$ cat src/rtl/ttl_cpu_pkg.sv
// Shared encodings for the TTL CPU blocks: scan sequencer states and the
// 8-bit scan result layout.
package ttl_cpu;

    typedef enum logic [1:0] {
        StIdle = 2'd0,
        StScan = 2'd1,
        StDone = 2'd2
    } scan_state_e;

    localparam int unsigned DataW    = 8;
    localparam int unsigned CodeW    = 2;
    localparam int unsigned SettleW  = 4;
    localparam logic [CodeW-1:0] LastCode = 2'd3;

    // data[{half, code}]: y1 lands in the low nibble, y2 in the high nibble.
    localparam logic Y1Half = 1'b0;
    localparam logic Y2Half = 1'b1;

    localparam logic [DataW-1:0] DataClear = 8'h00;

endpackage

$ cat src/rtl/settle_counter.sv
// 4-bit loadable down-counter with synchronous active-low clear; tc flags zero.
module settle_counter
    import ttl_cpu::*;
(
    input  logic               clk,
    input  logic               clr_n,
    input  logic               load,
    input  logic [SettleW-1:0] load_val,
    input  logic               dec,
    output logic [SettleW-1:0] count,
    output logic               tc
);

    logic [SettleW-1:0] count_q;

    always_ff @(posedge clk) begin
        if (!clr_n) begin
            count_q <= '0;
        end else if (load) begin
            count_q <= load_val;
        end else if (dec && (count_q != '0)) begin
            count_q <= count_q - 1'b1;
        end
    end

    assign count = count_q;
    assign tc    = (count_q == '0);

endmodule

$ cat src/rtl/mux_scan_sequencer.sv
// Steps a dual 4-to-1 mux through codes 0..3, holding each SETTLE cycles, and
// assembles the two section outputs into one byte handed off with valid/ready.
module mux_scan_sequencer
    import ttl_cpu::*;
#(
    parameter int unsigned SETTLE = 1
) (
    input  logic             clk,
    input  logic             clr_n,
    input  logic             start,
    output logic             busy,
    output logic             sel_a,
    output logic             sel_b,
    output logic             g1_n,
    output logic             g2_n,
    input  logic             y1,
    input  logic             y2,
    output logic [DataW-1:0] data,
    output logic             valid,
    input  logic             ready
);

    scan_state_e        state_q, state_d;
    logic [CodeW-1:0]   idx_q, idx_d;
    logic [DataW-1:0]   data_q, data_d;
    logic               cnt_load, cnt_dec, cnt_tc;
    logic [SettleW-1:0] cnt_value;

    // Reload value SETTLE-1 gives exactly SETTLE cycles per code before tc.
    settle_counter u_settle (
        .clk      (clk),
        .clr_n    (clr_n),
        .load     (cnt_load),
        .load_val (SettleW'(SETTLE - 1)),
        .dec      (cnt_dec),
        .count    (cnt_value),
        .tc       (cnt_tc)
    );

    always_comb begin
        state_d  = state_q;
        idx_d    = idx_q;
        data_d   = data_q;
        cnt_load = 1'b0;
        cnt_dec  = 1'b0;
        unique case (state_q)
            StIdle: begin
                if (start) begin
                    state_d  = StScan;
                    idx_d    = '0;
                    data_d   = DataClear;
                    cnt_load = 1'b1;
                end
            end
            StScan: begin
                if (cnt_tc) begin
                    data_d[{Y1Half, idx_q}] = y1;
                    data_d[{Y2Half, idx_q}] = y2;
                    cnt_load = 1'b1;
                    if (idx_q == LastCode) begin
                        state_d = StDone;
                        idx_d   = '0;
                    end else begin
                        idx_d = idx_q + 1'b1;
                    end
                end else begin
                    cnt_dec = 1'b1;
                end
            end
            StDone: begin
                if (ready) begin
                    state_d = StIdle;
                end
            end
            default: state_d = StIdle;
        endcase
    end

    always_ff @(posedge clk) begin
        if (!clr_n) begin
            state_q <= StIdle;
            idx_q   <= '0;
            data_q  <= DataClear;
        end else begin
            state_q <= state_d;
            idx_q   <= idx_d;
            data_q  <= data_d;
        end
    end

    always_comb begin
        busy  = (state_q != StIdle);
        valid = (state_q == StDone);
        g1_n  = (state_q != StScan);
        g2_n  = (state_q != StScan);
        sel_a = (state_q == StScan) ? idx_q[0] : 1'b0;
        sel_b = (state_q == StScan) ? idx_q[1] : 1'b0;
    end

    assign data = data_q;

endmodule

$ cat config.mk
export PLATFORM = sky130hd
export DESIGN_NAME = mux_scan_sequencer
export DESIGN_NICKNAME = d
export VERILOG_FILES = /design/src/rtl/ttl_cpu_pkg.sv /design/src/rtl/settle_counter.sv /design/src/rtl/mux_scan_sequencer.sv
export SDC_FILE = /design/constraint.sdc
export NUM_CORES = 1
export LEC_CHECK = 0
export ABC_AREA = 1
export CAP_MARGIN = 20
export CELL_PAD_IN_SITES_DETAIL_PLACEMENT = 0
export CELL_PAD_IN_SITES_GLOBAL_PLACEMENT = 1
export CORE_MARGIN = 2
export CORE_UTILIZATION = 34
export DETAILED_ROUTE_END_ITERATION = 6
export HOLD_SLACK_MARGIN = 0.08
export PLACE_DENSITY_LB_ADDON = 0.1
export SYNTH_ARGS = -nofsm -noshare
export SYNTH_HDL_FRONTEND = slang
export SYNTH_SLANG_ARGS = --single-unit
$ cat constraint.sdc
create_clock -name clk -period 1.47 [get_ports clk]
set_input_delay 0.441 -clock clk [delete_from_list [all_inputs] [get_ports clk]]
set_output_delay 0.441 -clock clk [all_outputs]
set_load 0.005 [all_outputs]
# After elaboration in Yosys (flattened, before gate mapping)
# Cells that the tools add are included.
# totals
input_bits	6
elab_cells	55
regBits	16
out_inout_bits	14
# op_classes
n_reduce_logical	11
n_mux	25
add_sub_neg	2
n_bitwise	1
eq_ne	8
order_cmp	4
# op_table
operator	count
8-bit bitwise mux	2
8-bit 2-to-1 mux	2
8-bit case mux with 2 select lines	1
2-bit 2-to-1 mux	7
1-bit 2-to-1 mux	8
2-bit inequality test (second input constant)	3
2-bit case mux with 3 select lines	1
1-bit demux with 2-bit select	2
2-bit equality test (second input constant)	2
4-bit logical NOT	1
2-bit by 4-bit < comparator with 1-bit output (second input constant)	1
3-bit by 4-bit < comparator with 1-bit output (second input constant)	1
2-bit by 1-bit inequality test with 1-bit output (second input constant)	2
2-bit case mux with 2 select lines	1
4-bit AND reduction	1
2-bit nonzero test	2
4-bit nonzero test	1
4-bit by 1-bit subtractor with 4-bit output (second input constant)	1
3-bit by 1-bit >= comparator with 1-bit output (second input constant)	1
1-bit logical AND	3
3-bit AND reduction	1
2-bit by 1-bit adder with 2-bit output (second input constant)	1
2-bit by 1-bit equality test with 1-bit output (second input constant)	1
2-bit by 1-bit >= comparator with 1-bit output (second input constant)	1
other kinds (4)	4

# Depth between registers and ports, before layout
# Gate-level depths: netlist of the first run.
# logic_depth
depth_word	8
mapped_depth	7
depth_no_buf	7

# By module
# From an unflattened synthesis of the first run, not the netlist that was laid out.
# unflattened
cells_unflattened	133
area_unflattened_um2	925.9
# modules_own_cells
mod	area_each_um2	cells_per_inst	n_inst
mux_scan_sequencer	651.9	92	1
settle_counter	274.0	41	1

# Worst setup path after synthesis of the first run
# No wires, ideal clock.
# synth_path
path_type	register to output
start	register state_q[1]
end	output port g2_n
path_stages_with_launch	4
t_required_ns	1.029
setup_slack_ns	0.255
arrival_ns	0.774
path_cell_list	dfxtp_1 inv_1 nand2_2 buf_4
# synth_between
elab_chain_len	1
# synth_lines
element	line_no	rtl
start: declaration	mux_scan_sequencer.sv:23	scan_state_e state_q, state_d;
start signal: assignment	mux_scan_sequencer.sv:81	state_q <= StIdle;
start signal: assignment	mux_scan_sequencer.sv:85	state_q <= state_d;
2-bit by 1-bit inequality test with 1-bit output	-	
end: declaration	mux_scan_sequencer.sv:15	output logic g2_n,
# No other way between the ends.

# Worst setup path after layout of the first run
# layout_path
start	register state_q[1]
end	output port sel_a
# layout_between
elab_chain_len	2
# layout_lines
element	line_no	rtl
2-bit by 1-bit equality test with 1-bit output	mux_scan_sequencer.sv:96	sel_a = (state_q == StScan) ? idx_q[0] : 1'b0;
1-bit 2-to-1 mux	mux_scan_sequencer.sv:96	
end: declaration	mux_scan_sequencer.sv:12	output logic sel_a,
# No other way between the ends.

==> results list, run 1 <==
- Outcome: finished, violations left
- The final reports fail on negative setup slack.
- Setup total negative slack on the finished layout was measured at -43.7 ps.
* Share of the clock period used by the worst path after layout: 102%
- Number of buffers and inverters on the critical path: 3
- Using the TritonRoute via totals, the vias-per-cell ratio works out to 4.57.
- Count of different cell masters after synthesis: 21
- Final net count: 156
* Clock tree sinks: 16
* Total instance count after detailed placement: 162
- Counting flops with an async set or reset pin after synthesis yields a share of 0%.
* Pwr Density: 796 nW/um2
- The signal on the critical path passes through inv_2 > nand2_4 > buf_12 > nor2_4 > buf_2.
- The die is 53.0 um tall.
- The cell area that synthesis handed to floorplanning was 817 um2.
- Data required time of the critical path: 1030 ps
* Relative contribution of sequential cells to total power: 47.3%
- Of all nets on the critical path, the largest fanout is 4.
- The commonest cells after synthesis are nand2_1 (21), dfxtp_1 (16), inv_1 (12), nand3_1 (12), nor2_1 (11).
- After detailed routing, the average wire length per cell comes to 10.4 um.
- The number of nets handed over by synthesis was 118.
- Max rail drop VDD: 513 uV
- Averaged over all synthesized cells, the footprint is 7.64 um2.
- The detail route stage leaves a number of antenna-violating nets equal to 0.
* Pre-antenna DRT Iters: 4
- Maximum root-to-sink buffer count: 2
- Area share of fa/ha/maj cells after synthesis: 7.66%
* Post-DP HPWL: 1.31 mm
* Design internal power: 697 uW
* Crit-path max cell delay: 340 ps
* Number of enable-type register cells in the synthesized netlist: 0
- For this design the top-level I/O count stands at 20.
- After floorplanning, the core was divided into 17 placement rows.
- Clock network latency to the later pin of the worst-skew pair: 280 ps
* Total global-route track usage: 15.1%
* Most used flip-flop cell after synthesis: dfxtp_1
- Setup violations remaining at the end of the flow were counted as 2.
* Switching part of the total: 27.6%
- The die covers 2810 um2.
* Top cell family by delay on the critical path: flip-flops
- Slowest stage cell, crit path: dfxtp_2
- The tool flagged a number of max-cap violations equal to 0.
- The initial utilization of the core area, before any placement, comes to 36.6%.
- Of the total synthesized cell area, the portion taken by XOR and XNOR cells is 1.07%.
* Crit Path Class: reg -> out
* Number of CTS-inserted buffers: 3
- Share of Yosys cell area claimed by the top area cell type: 39.2%
* Vias in the first global route: 729
- The total count of max-transition violations in the final report came to 0.
* Fraction of final layout cells sized beyond drive strength 1: 30.6%
* Number of DRC markers after the initial detailed-route iteration: 11
- Static leakage: 0.558 nW
- The synthesized design contains 16 register bits.
- TritonCTS built the clock tree.
* Final wirelength: 1.79 mm
* Unrepaired setup endpoints after global routing: yes
* Sequential cell area fraction in the yosys report: 39.2%
- The number of hold buffers added after CTS was 0.
- Largest net degree at the start of global routing: 16
- The share of total power dissipated in combinational logic is 22.3%.
- Kind of start point of the critical path: flip-flop
* Fin crit period: 1490 ps
- Worst Setup End Kind: output pin
* Hold violation count in the final report: 0
- Summing the areas of all and, or, nand and nor instances in the mapped netlist gives 33.4% of the synthesized area.
* Root Driver: clkbuf_4
- Relative area change from synthesis to final layout: 47.9%
- Net switching power: 265 uW
* Setup slack after layout: -22.2 ps
- In this run the number of H-tree levels came out at 1.
- The synthesized design spends more area on one cell type than any other, namely dfxtp_1.
* First-pass GRT wire length: 3.06 mm
- Number of standard cells in the final layout excluding fillers: 172
- At the pin with the least slew margin, the transition time is 290 ps.
- Per report_power, the clock group accounts for 30.4% of the total.
* DRC viols: 0
- Main area contributors after synthesis: dfxtp_1 (39%), nand2_1 (9.6%), ha_1 (7.7%), nand3_1 (7.4%), a21oi_1 (6.1%)
- Count of warnings emitted by yosys: 0
- Measured against the total synthesized area, the mux share comes to 0%.
- Yosys instantiated no cell more often than nand2_1.
- Overflow after GRT: 0
- Floorplan core area: 2230 um2
- In this run the worst hold path is classified as reg -> reg.
- The repair_antennas step left the layout with diodes totalling 0.
- Setup clock skew after layout: 2.44 ps
- The die is 53.0 um wide.
- Measured against its own limit, the worst slew margin works out to 80.6%.
* Max frequency: 0.670 GHz
- Largest family of logic cells by synthesized area: simple AND/OR/NAND/NOR gates
* Cells after synthesis: 107
- Fin Hold WS: 460 ps
- Via count: 786
* Setup slack after placement: -92.9 ps
- CP arrival: 1050 ps
- After clock tree synthesis, the clock-pin slew on the worst setup and hold paths is 100 ps.
* Antenna violations before repair: 0
* Count of buffers inserted at the top-level ports: 19
- Routability-driven placement finished with a final weighted congestion of 0.738.
* Number of fill cells: 225
- Complex-gate fraction of the synthesized area: 9.95%
-- repair_timing --
item / 4_1_cts / 5_1_grt
endpoints found under the setup margin: 14 / 7
pin swaps: 1 / 1
buffers inserted: 6 / 0
gates resized for setup: 47 / 1
-- per-stage QoR --
step,power [mW],instance area (um2),util (%)
2_1_floorplan,0.585,817,-
3_3_place_gp,0.656,1090,49.0
3_5_place_dp,0.657,1090,49.0
4_1_cts,0.971,1210,54.1
5_1_grt,1.02,1210,54.1
6_report,0.962,1210,54.1
-- cell usage in the layout, fill, tap and decap left out, types with 5 or more instances in the layout --
cell and n:
a21oi_1 10, buf_4 13, clkdlybuf4s50_1 5, dfxtp_1 6, dfxtp_2 9, dlygate4sd2_1 10
ha_1 5, inv_1 11, nand2_1 21, nand3_1 12, nor2_1 7
-- cells by family (layout without fill, tap and decap cells) --
| kind of cell | after synthesis | count (layout) |
|---|---|---|
| buf+inv | 15 | 52 |
| fa+ha+maj | 5 | 5 |
| simple gates | 54 | 54 |
| xor+xnor | 1 | 1 |
| flops | 16 | 16 |
| compound gates | 16 | 16 |
-- worst reg2reg max path, cell delays in order, from the launching register on --
cell and delay [ps]:
dfxtp_4 380, buf_6 110, buf_4 100, inv_2 40, nor2_8 120, nand3_4 90, nand2_4 150, nand2_1 100
nand3_1 70, o21ai_0 70
-- routing by layer --
| layer | GRT usage (%) | wire length [um] | up-vias |
|---|---|---|---|
| met1 | 19.2 | 898 | 349 |
| met4 | 8.12 | 18 | 0 |
| met5 | 0 | 0 | - |
| met3 | 2.54 | 74 | 2 |
| li1 | - | - | 418 |
| met2 | 24.2 | 800 | 17 |
-- power groups by stage --
stage / Combinational (mW) / Clock, mW / Sequential, mW
after detailed placement: 0.194 / 0 / 0.463
after global routing: 0.240 / 0.321 / 0.457
after CTS: 0.214 / 0.302 / 0.455
after floorplan: 0.121 / 0 / 0.464
final: 0.214 / 0.292 / 0.456
after global placement: 0.194 / 0 / 0.462
-- state kept, by name (all words and copies together) (netlist names) --
name / flops
data: 8
u_settle.count: 4
state_q: 2
idx_q: 2
-- path summary, 6_finish.rpt --
path | start | to | slack, ps | cells after the start
setup / recovery | state_q[1] | sel_a | -20 | 5
hold / removal | data[2] | data[2] | 460 | 2
setup reg to reg | state_q[0] | data[7] | 130 | 9
hold reg to reg | data[2] | data[2] | 460 | 2
-- cell type report --
cell class | count | area, um2 | area share, %
Multi-Input combinational cell | 76 | 455 | 37.7
Clock buffer | 4 | 36.3 | 3.00
Tap cell | 28 | 35.0 | 2.90
Inverter | 13 | 48.8 | 4.04
Sequential cell | 16 | 335 | 27.7
Timing Repair Buffer | 35 | 298 | 24.6
Note: power is estimated with default switching activity, not from simulation.
==> run 2, diff against run 1 <==
Settings changed: CELL_PAD_IN_SITES_DETAIL_PLACEMENT 0 to 2, CELL_PAD_IN_SITES_GLOBAL_PLACEMENT 1 to 2, CORE_MARGIN 2 to default, CORE_UTILIZATION 34 to 26.
==> results list, run 2 (synthesis gave the netlist of run 1 again) <==
- Crit-path max cell delay: 350 ps
- Data required time of the critical path: 1030 ps
- The library cells used most frequently in the layout, excluding fill and tap cells, are nand2_1 (19), buf_4 (14), inv_1 (11), nand3_1 (11), dfxtp_2 (11).
* Largest net degree at the start of global routing: 16
* Clock tree sinks: 16
* Post-DP HPWL: 1.94 mm
- # IOs: 20
- DRC viols: 5
- The internal power of the cells totals 716 uW.
* Setup clock skew after layout: 13.6 ps
- Final wirelength: 2.87 mm
* Net switching power: 309 uW
* Combinational power share: 25.6%
* Relative contribution of sequential cells to total power: 44.4%
* Relative max-transition margin: 78.5%
- Kind of start point of the critical path: flip-flop
- Hold violation count in the final report: 0
- For this design the ratio of total power to cell area is 808 nW/um2.
* Floorplan core area: 2880 um2
- Port buffering added 19 buffers.
- Via-to-Cell Ratio: 4.50
- At the placement stage, the worst setup path has a slack of -173 ps.
* Max frequency: 0.650 GHz
- The detail route stage leaves a number of antenna-violating nets equal to 0.
- Die height: 58.1 um
- CTS built an H-tree with a depth of 1.
- Vias in the first global route: 978
- After the first detailed-routing iteration, the DRC count stood at 17.
- After clock tree synthesis, the clock-pin slew on the worst setup and hold paths is 110 ps.
- Top cell family by delay on the critical path: flip-flops
- Once placement finished, the instance area stood at 1120 um2.
- The library cell used most frequently in the layout, excluding fill and tap cells, is nand2_1.
- Pre-antenna DRT Iters: 6
- The analysis attributes to cell leakage a power of 0.570 nW.
- Global routing consumed, over all layers together, 18.2% of the routing resources.
- The checks that failed: design-rule violations, negative setup slack.
* Slowest stage cell, crit path: dfxtp_2
- Row generation in the floorplan step produced 19 rows.
* Max Transition Viols Final: 0
* Number of CTS-inserted buffers: 3
- Antenna violations before repair: 0
- Of all nets on the critical path, the largest fanout is 5.
* Max rail drop VDD: 455 uV
* Overall power: 1.03 mW
- After layout, the worst setup slack is -69.5 ps.
- Crit Path Class: reg -> out
* Worst Tran Pin Value: 322 ps
- The clock passes through at most 2 buffers.
* Area enclosed by the die boundary: 3370 um2
- Across the run, the number of max-cap violations was 0.
- TritonCTS built the clock tree.
- Switching part of the total: 30.1%
- Die boundary width: 58.1 um
* Root Driver: clkbuf_4
- Number of hold buffers added after CTS: 0
- List of cells traversed by the critical path: inv_2 > nand2_4 > buf_12 > nor2_4 > buf_2
* Fin crit period: 1540 ps
- Data on the critical path arrives at its endpoint at 1100 ps.
- Class of the tightest hold or removal check: reg -> reg
- Number of buffers and inverters on the critical path: 3
* First-pass GRT wire length: 4.56 mm
- Weighted congestion at the end of routability-driven global placement: 0.709
- Of the cells placed in the final design, the portion with a size suffix greater than 1 is 37.9%.
* Final net count: 157
* Largest register FFs: 8
- Clock power share: 30.0%
- Initial Utilization: 28.4%
- Outcome: finished, violations left
- Clock network latency to the later pin of the worst-skew pair: 300 ps
* Post-Layout Inst Area: 1270 um2
* Relative area change from synthesis to final layout: 55.4%
- The number of antenna diodes in the final layout is 0.
- Share of the clock period used by the worst path after layout: 105%
- The routed layout has 841 vias.
- After detailed routing, the average wire length per cell comes to 15.3 um.
- Number of setup violations in the final report: 2
- Overflow after GRT: 0
- Setup repair after global routing could not meet its margin everywhere.
* Worst Setup End Kind: output pin
* Sum Neg Setup Slack: -135 ps
run 2: cell count changes in the layout (fill, tap and decap cells not counted), sizes merged:
cell           change
buf                +2
dlygate4sd2        -2
clkdlybuf4s15      +1
run 2: layer usage:
| metal | vias to the layer above | routed length (um) | track usage (%) |
|---|---|---|---|
| met3 | 2 | 84 | 2.23 |
| met5 | - | 0 | 0 |
| met2 | 15 | 1600 | 33.8 |
| li1 | 417 | - | - |
| met1 | 407 | 1170 | 20.9 |
| met4 | 0 | 17 | 7.82 |
run 2: per-stage QoR:
| step | instances | utilization (%) | hold WS [ps] |
|---|---|---|---|
| after CTS | 186 | 42.8 | 473 |
| final | 187 | 44.1 | 471 |
| after detailed placement | 177 | 38.9 | 465 |
| after floorplan | 107 | - | 445 |
| after global routing | 187 | 44.1 | 493 |
| after global placement | 177 | 38.9 | 449 |
run 2: cell type report:
type / count / area (um2)
Sequential cell: 16 / 338
Inverter: 13 / 48.8
Multi-Input combinational cell: 76 / 485
Tap cell: 42 / 52.6
Fill cell: 332 / 1610
Clock buffer: 4 / 36.3
Timing Repair Buffer: 36 / 309
run 2: repair_timing:
action	4_1_cts	5_1_grt
cloned	0	0
setup buffers	5	1
pin swaps	2	3
gates resized for setup	54	10
endpoints found under the setup margin	14	15
run 2: power by group through the flow:
stage	Sequential [mW]	Clock [mW]	Combinational, mW
final	0.455	0.308	0.262
after global routing	0.457	0.330	0.285
after CTS	0.455	0.313	0.247
after detailed placement	0.463	0	0.212
after global placement	0.462	0	0.202
after floorplan	0.464	0	0.121
run 2: final timing paths:
path,start,end,slack [ps],cells after the start
worst min register to register,data[0],data[0],470,2
worst min-delay path,data[0],data[0],470,2
worst max register to register,state_q[1],idx_q[0],30,9
worst max-delay path,state_q[1],sel_a,-70,5
run 2: worst min-delay path, cell delays in order (launching register included):
cell and delay [ps]:
dfxtp_2 330, nand2_1 50, a21oi_1 50
